$ cat config.mk
export PLATFORM = sky130hd
export DESIGN_NAME = i2c_target_ctrl
export DESIGN_NICKNAME = d
export VERILOG_FILES = /design/src/rtl/i2c_target_ctrl.sv
export SDC_FILE = /design/constraint.sdc
export NUM_CORES = 1
export LEC_CHECK = 0
export ABC_AREA = 1
export BUFFER_PORTS_ARGS = -buffer_cell sky130_fd_sc_hd__buf_2
export CORE_MARGIN = 1.5
export CORE_UTILIZATION = 57
export CTS_BUF_LIST = sky130_fd_sc_hd__clkbuf_4 sky130_fd_sc_hd__clkbuf_8 sky130_fd_sc_hd__clkbuf_16
export CTS_CLUSTER_DIAMETER = 200
export CTS_CLUSTER_SIZE = 20
export DETAILED_ROUTE_END_ITERATION = 8
export PLACE_DENSITY_LB_ADDON = 0.25
export SYNTH_ARGS = -nofsm -noshare
export SYNTH_HDL_FRONTEND = slang
export SYNTH_SLANG_ARGS = --single-unit
$ cat constraint.sdc
create_clock -name clk -period 1.9 [get_ports clk]
set_input_delay 0.38 -clock clk [delete_from_list [all_inputs] [get_ports clk]]
set_output_delay 0.38 -clock clk [all_outputs]
set_load 0.01 [all_outputs]
$ cat src/rtl/i2c_target_ctrl.sv
// i2c_target_ctrl: I2C target that ACKs TGT_ADDR, delivers written bytes and requests read bytes.
//   clk      in   system clock, at least 16x SCL
//   rst      in   asynchronous active-high reset
//   scl_i    in   SCL pin level (asynchronous)
//   sda_i    in   SDA pin level (asynchronous)
//   sda_oe   out  1 = pull SDA low, 0 = release
//   rx_data  out  last byte written by the master
//   rx_valid out  1-cycle strobe, rx_data valid
//   tx_req   out  1-cycle strobe, next read byte needed on tx_data
//   tx_data  in   read byte, sampled on the SCL fall after tx_req
//   busy     out  1 from address ACK until STOP or repeated START
//   rd_mode  out  R/W bit of the current addressed transfer
module i2c_target_ctrl #(
    parameter logic [6:0] TGT_ADDR    = 7'b0001001,
    parameter int         SYNC_STAGES = 2
) (
    input  logic       clk,
    input  logic       rst,
    input  logic       scl_i,
    input  logic       sda_i,
    output logic       sda_oe,
    output logic [7:0] rx_data,
    output logic       rx_valid,
    output logic       tx_req,
    input  logic [7:0] tx_data,
    output logic       busy,
    output logic       rd_mode
);
    typedef enum logic [2:0] {IDLE, ADDR, ADDR_ACK, WR_DATA, WR_ACK, RD_DATA, RD_ACK} state_t;
    state_t                 state_q, state_d;
    logic [SYNC_STAGES-1:0] scl_sync_q, sda_sync_q;
    logic                   scl_prev_q, sda_prev_q;
    logic [3:0]             cnt_q, cnt_d;
    logic [7:0]             shreg_q, shreg_d, rx_data_q, rx_data_d, byte_in;
    logic                   sda_oe_q, sda_oe_d, busy_q, busy_d, rd_mode_q, rd_mode_d;
    logic                   rx_valid_q, rx_valid_d, tx_req_q, tx_req_d;
    logic                   scl_s, sda_s, scl_rise, scl_fall, scl_hi, start_ev, stop_ev;
    // Synchronisers reset to the idle-bus level so leaving reset creates no SDA edge.
    always_ff @(posedge clk or posedge rst) begin
        if (rst) begin
            scl_sync_q <= '1;
            sda_sync_q <= '1;
            scl_prev_q <= 1'b1;
            sda_prev_q <= 1'b1;
        end else begin
            scl_sync_q <= {scl_sync_q[SYNC_STAGES-2:0], scl_i};
            sda_sync_q <= {sda_sync_q[SYNC_STAGES-2:0], sda_i};
            scl_prev_q <= scl_s;
            sda_prev_q <= sda_s;
        end
    end
    assign scl_s    = scl_sync_q[SYNC_STAGES-1];
    assign sda_s    = sda_sync_q[SYNC_STAGES-1];
    assign scl_rise = scl_s & ~scl_prev_q;
    assign scl_fall = ~scl_s & scl_prev_q;
    // START/STOP only count when SCL was high in both samples; an SDA edge
    // coinciding with an SCL edge is a plain bit event.
    assign scl_hi   = scl_s & scl_prev_q;
    assign start_ev = scl_hi & ~sda_s & sda_prev_q;
    assign stop_ev  = scl_hi & sda_s & ~sda_prev_q;
    assign byte_in  = {shreg_q[6:0], sda_s};
    always_comb begin
        state_d    = state_q;
        cnt_d      = cnt_q;
        shreg_d    = shreg_q;
        sda_oe_d   = sda_oe_q;
        busy_d     = busy_q;
        rd_mode_d  = rd_mode_q;
        rx_data_d  = rx_data_q;
        rx_valid_d = 1'b0;
        tx_req_d   = 1'b0;
        if (stop_ev) begin
            state_d  = IDLE;
            sda_oe_d = 1'b0;
            busy_d   = 1'b0;
        end else if (start_ev) begin
            state_d  = ADDR;
            sda_oe_d = 1'b0;
            busy_d   = 1'b0;
            cnt_d    = '0;
        end else begin
            case (state_q)
                IDLE: sda_oe_d = 1'b0;
                ADDR: if (scl_rise) begin
                    shreg_d = byte_in;
                    cnt_d   = cnt_q + 4'd1;
                    if (cnt_q == 4'd7) begin
                        state_d   = (byte_in[7:1] == TGT_ADDR) ? ADDR_ACK : IDLE;
                        rd_mode_d = (byte_in[7:1] == TGT_ADDR) ? byte_in[0] : rd_mode_q;
                    end
                end
                // sda_oe_q tells the first fall (start driving ACK) from the second (end of ACK).
                ADDR_ACK: begin
                    tx_req_d = scl_rise & sda_oe_q & rd_mode_q;
                    if (scl_fall) begin
                        if (!sda_oe_q) begin
                            sda_oe_d = 1'b1;
                            busy_d   = 1'b1;
                        end else if (rd_mode_q) begin
                            shreg_d  = tx_data;
                            sda_oe_d = ~tx_data[7];
                            state_d  = RD_DATA;
                        end else begin
                            sda_oe_d = 1'b0;
                            state_d  = WR_DATA;
                        end
                    end
                end
                WR_DATA: if (scl_rise) begin
                    shreg_d = byte_in;
                    cnt_d   = cnt_q + 4'd1;
                    if (cnt_q == 4'd7) begin
                        rx_data_d  = byte_in;
                        rx_valid_d = 1'b1;
                        state_d    = WR_ACK;
                    end
                end
                WR_ACK: if (scl_fall) begin
                    sda_oe_d = ~sda_oe_q;
                    state_d  = sda_oe_q ? WR_DATA : WR_ACK;
                end
                // shreg[7] is the bit on the wire; cnt counts rises seen for this byte.
                RD_DATA: begin
                    if (scl_rise && cnt_q != 4'd8) cnt_d = cnt_q + 4'd1;
                    if (scl_fall) begin
                        if (cnt_q == 4'd8) begin
                            sda_oe_d = 1'b0;
                            state_d  = RD_ACK;
                        end else begin
                            shreg_d  = {shreg_q[6:0], 1'b0};
                            sda_oe_d = ~shreg_q[6];
                        end
                    end
                end
                // cnt=1 marks that the master ACKed and another byte follows.
                RD_ACK: begin
                    if (scl_rise) begin
                        tx_req_d = ~sda_s;
                        cnt_d    = sda_s ? cnt_q : 4'd1;
                        state_d  = sda_s ? IDLE : RD_ACK;
                    end
                    if (scl_fall && cnt_q == 4'd1) begin
                        shreg_d  = tx_data;
                        sda_oe_d = ~tx_data[7];
                        state_d  = RD_DATA;
                    end
                end
                default: state_d = IDLE;
            endcase
            if (state_d != state_q) cnt_d = '0;
        end
    end
    always_ff @(posedge clk or posedge rst) begin
        if (rst) begin
            state_q    <= IDLE;
            cnt_q      <= '0;
            shreg_q    <= '0;
            sda_oe_q   <= 1'b0;
            busy_q     <= 1'b0;
            rd_mode_q  <= 1'b0;
            rx_data_q  <= '0;
            rx_valid_q <= 1'b0;
            tx_req_q   <= 1'b0;
        end else begin
            state_q    <= state_d;
            cnt_q      <= cnt_d;
            shreg_q    <= shreg_d;
            sda_oe_q   <= sda_oe_d;
            busy_q     <= busy_d;
            rd_mode_q  <= rd_mode_d;
            rx_data_q  <= rx_data_d;
            rx_valid_q <= rx_valid_d;
            tx_req_q   <= tx_req_d;
        end
    end
    assign sda_oe   = sda_oe_q;
    assign busy     = busy_q;
    assign rd_mode  = rd_mode_q;
    assign rx_data  = rx_data_q;
    assign rx_valid = rx_valid_q;
    assign tx_req   = tx_req_q;
endmodule

==> impl_metrics.ini <==
[drt]
ant_nets = 0
number_of_drc_violations_after_detailed_routing_iteration_0 = 158
drt_wl_total_um = 4380
via_per_inst = 5.434
routed-via-count = 1777
routed_length_per_placed_instance_um = 13.39
detailedRoute.firstPassIterationCount = 4
drc_errors = 0

[cells_and_area]
finalCoreUtilization_pct = 74.23
filler_cells = 284
layout-drive-gt1-share_pct = 33.57
area_growth_pct = 22.24
nNetsFinal = 297
diodes = 0

[logic_synthesis]
yosysWarningCount = 0
synth_area_mm2 = 0.001884
synth_area_per_cell_um2 = 7.917
postSynthRegisterBits = 33
yosysUniqueCellTypes = 33
post_synth_inst_count = 238
synth-seq-area-share_pct = 44.22
postSynthNetCount = 253

[clock_network]
clk_path_buf_depth = 2
worst_setup_hold_path_clk_slew_ps = 100
numClockSinks = 33
clk_latency_ps = 330
cts_root_buf = sky130_fd_sc_hd__clkbuf_4
cts_made_buffers = 5
tritoncts = built
h-tree-depth = 2

[min_path]
hold_path.class = in2async

[floorplanning]
floorplan.initialDensity_pct = 60.73
width_of_the_die_um = 60.50
coreArea_mm2 = 0.003103
vert_die_dim_um = 60.50
floorplan.rows = 20
die-area_mm2 = 0.003660
io_pins = 25

[timing]
final_hold_viol_count = 0
max-slew-margin-rel_pct = 73.42
fin_ws_ps = 44.95
worst_clock_skew_ps = 5.674
fmax_mhz = 539.1
timing.final.max_slew_violations = 0
period_minus_ws_final_ps = 1855
setup_viol = 0
grt_setup_unrepaired = true
period_share_pct = 97.63
holdWs_ps = 111.8
worst_pin_slew_ps = 398.7

[placement]
detailed_placement_wirelength_estimate_um = 3258
routabilityCongestion = 0.9643
port_buffers = 24
dp_slack_ps = 50.22

[critical_path]
cp-end-kind = register
setup.worst_path.start = cnt_q[0]
cp_data_arrival_time_ps = 2130
regToRegStartpoint = cnt_q[0]
ff2ff_path_depth = 14
worst_ep_required_time_ps = 2170
startpoint_type = register
critical_path_peak_fanout = 6
worst-setup-path-type = reg2reg

[grt]
grt_antenna_before_repair = 0
first_global_vias = 1549
gr-usage-all-layers_pct = 25.68
grt_start_max_net_pins = 34
grt_first_pass_wirelength_um = 6844
gr-total-overflow = 0

[power]
power_density_mw_per_mm2 = 887.4
total_power_mw = 2.044
max-vdd-ir-drop_mv = 0.7930
power.leakage_nw = 1.145

[flow_run]
max_cap_violations = 0

[outcome]
outcome = completed
## cell usage after synthesis
cell type	instances	area, µm²
sky130_fd_sc_hd__nor4_1	1	6.260
sky130_fd_sc_hd__a41oi_1	1	8.760
sky130_fd_sc_hd__o21ai_0	16	80.08
sky130_fd_sc_hd__inv_1	25	93.84
sky130_fd_sc_hd__a21oi_2	1	8.760
sky130_fd_sc_hd__ha_1	3	37.54
sky130_fd_sc_hd__nand2_1	55	206.5
sky130_fd_sc_hd__nor3_1	1	5.000
sky130_fd_sc_hd__o211ai_1	7	52.55
sky130_fd_sc_hd__nand4_4	1	21.27
sky130_fd_sc_hd__a21oi_1	6	30.03
sky130_fd_sc_hd__nor2_1	21	78.83
sky130_fd_sc_hd__nor2_2	3	18.77
sky130_fd_sc_hd__inv_2	6	22.52
sky130_fd_sc_hd__o221ai_1	1	8.760
sky130_fd_sc_hd__dfrtp_1	27	675.7
sky130_fd_sc_hd__buf_6	1	11.26
sky130_fd_sc_hd__mux2_2	1	11.26
sky130_fd_sc_hd__nand3_2	2	20.02
sky130_fd_sc_hd__nor3_4	1	16.27
sky130_fd_sc_hd__nand4_1	4	25.02
sky130_fd_sc_hd__nor3_2	2	20.02
sky130_fd_sc_hd__o21ai_1	9	45.04
sky130_fd_sc_hd__nand2_2	7	43.79
sky130_fd_sc_hd__clkbuf_1	2	7.510
sky130_fd_sc_hd__xor2_1	1	8.760
sky130_fd_sc_hd__o311ai_0	1	8.760
sky130_fd_sc_hd__buf_2	1	5.000
sky130_fd_sc_hd__nor2_4	2	22.52
sky130_fd_sc_hd__dfstp_2	6	157.7
sky130_fd_sc_hd__xnor2_1	1	8.760
sky130_fd_sc_hd__a31oi_2	1	12.51
sky130_fd_sc_hd__nand3_1	21	105.1
## cell usage in the layout, fill, tap and decap left out
cell | netlist | layout
sky130_fd_sc_hd__ha_1 | 3 | 2
sky130_fd_sc_hd__nand2_4 | 0 | 2
sky130_fd_sc_hd__nor4_1 | 1 | 1
sky130_fd_sc_hd__clkinvlp_4 | 0 | 1
sky130_fd_sc_hd__nor2_4 | 2 | 3
sky130_fd_sc_hd__nand4_1 | 4 | 4
sky130_fd_sc_hd__dfrtp_1 | 27 | 26
sky130_fd_sc_hd__nand2_1 | 55 | 52
sky130_fd_sc_hd__nand2_2 | 7 | 8
sky130_fd_sc_hd__clkbuf_4 | 0 | 6
sky130_fd_sc_hd__dfstp_2 | 6 | 6
sky130_fd_sc_hd__mux2_2 | 1 | 1
sky130_fd_sc_hd__o311ai_0 | 1 | 1
sky130_fd_sc_hd__a31oi_2 | 1 | 1
sky130_fd_sc_hd__ha_4 | 0 | 1
sky130_fd_sc_hd__nor2_2 | 3 | 3
sky130_fd_sc_hd__a21oi_1 | 6 | 4
sky130_fd_sc_hd__xnor2_1 | 1 | 1
sky130_fd_sc_hd__clkbuf_8 | 0 | 1
sky130_fd_sc_hd__buf_12 | 0 | 1
sky130_fd_sc_hd__nand3_2 | 2 | 5
sky130_fd_sc_hd__nand4_4 | 1 | 1
sky130_fd_sc_hd__xor2_1 | 1 | 1
sky130_fd_sc_hd__nor2_1 | 21 | 20
sky130_fd_sc_hd__o211ai_1 | 7 | 7
sky130_fd_sc_hd__nor3_4 | 1 | 1
sky130_fd_sc_hd__o21ai_0 | 16 | 16
sky130_fd_sc_hd__nor3_1 | 1 | 1
sky130_fd_sc_hd__nor3_2 | 2 | 2
sky130_fd_sc_hd__a41oi_1 | 1 | 1
sky130_fd_sc_hd__dfrtp_2 | 0 | 1
sky130_fd_sc_hd__a21oi_2 | 1 | 3
sky130_fd_sc_hd__inv_2 | 6 | 8
sky130_fd_sc_hd__o221ai_1 | 1 | 1
sky130_fd_sc_hd__buf_4 | 0 | 16
sky130_fd_sc_hd__o21ai_1 | 9 | 9
sky130_fd_sc_hd__buf_2 | 1 | 24
sky130_fd_sc_hd__inv_1 | 25 | 23
sky130_fd_sc_hd__nand3_1 | 21 | 18
## final timing paths
kind / to / slack (ps)
hold reg to reg: scl_sync_q[1] / 360
setup / recovery: cnt_q[2] / 40
max in group asynchronous: scl_sync_q[0] / 1470
hold / removal: rx_data[4] / 110
min in group clk: sda_sync_q[0] / 140
setup reg to reg: cnt_q[2] / 40
## state kept, by name, indices dropped and copies added, names as in the netlist
name,cells
cnt_q,4
scl_sync_q,2
sda_oe,1
shreg_q,7
sda_sync_q,2
scl_prev_q,1
rd_mode,1
state_q,3
tx_req,1
rx_data,8
rx_valid,1
sda_prev_q,1
busy,1
## layer usage
layer,wire length (µm),global-route usage (%),up-vias
li1,-,-,877
met1,1859,33.93,828
met2,2120,41.93,61
met3,337,7.036,11
met4,63,7.453,0
met5,0,0,-
## worst max-delay path, cell delays in order, from the launching register on
cell and delay (ps):
sky130_fd_sc_hd__dfrtp_2 470, sky130_fd_sc_hd__inv_2 80, sky130_fd_sc_hd__ha_4 120, sky130_fd_sc_hd__nand2_2 60, sky130_fd_sc_hd__nor2_4 120, sky130_fd_sc_hd__nand2_1 60, sky130_fd_sc_hd__nand2_1 80, sky130_fd_sc_hd__nand2_1 70
sky130_fd_sc_hd__nor2_2 150, sky130_fd_sc_hd__nand3_2 110, sky130_fd_sc_hd__nand2_4 120, sky130_fd_sc_hd__nand4_4 130, sky130_fd_sc_hd__nand2_4 120, sky130_fd_sc_hd__nand2_1 50, sky130_fd_sc_hd__nand2_1 60
## stage by stage
step / instances / TNS [ps] / area [µm²]
floorplan: 238 / 0 / 1884
global placement: 315 / 0 / 2146
detailed placement: 315 / 0 / 2146
CTS: 323 / 0 / 2212
global route: 327 / -384.6 / 2303
finish: 327 / 0 / 2303
## cells by family after synthesis
family,share of synthesized area (%)
buffers and inverters,7.437
AOI/OAI and AO/OA,13.55
muxes,0.5976
xor gates and xnor gates,0.9298
adders and majority gates,1.992
DFF,44.22
and+or+nand+nor,31.28
## what timing repair did
item                                    CTS  global route
endpoints found under the setup margin    0             4
resized for setup                         0            17
hold buffers                              0             0
setup buffers                             0             4
## layout make-up
cell class              count  area (µm²)  share of cell area [%]
repair buffers             41       260.3                   11.30
well taps                  44       55.05                   2.390
inverters                  31       116.4                   5.052
clock inverters             1       7.507                  0.3259
multi-input cells         170       970.9                   42.15
flip-flops and latches     33       834.6                   36.23
clock buffers               7       58.81                   2.553
## power breakdown
part / internal, mW / leakage [nW] / switching [mW]
clock network: 0.195 / 0.0349 / 0.227
registers: 0.823 / 0.423 / 0.114
logic: 0.276 / 0.688 / 0.409
total: 1.29 / 1.15 / 0.750
Power figures use the tool's default switching activity.
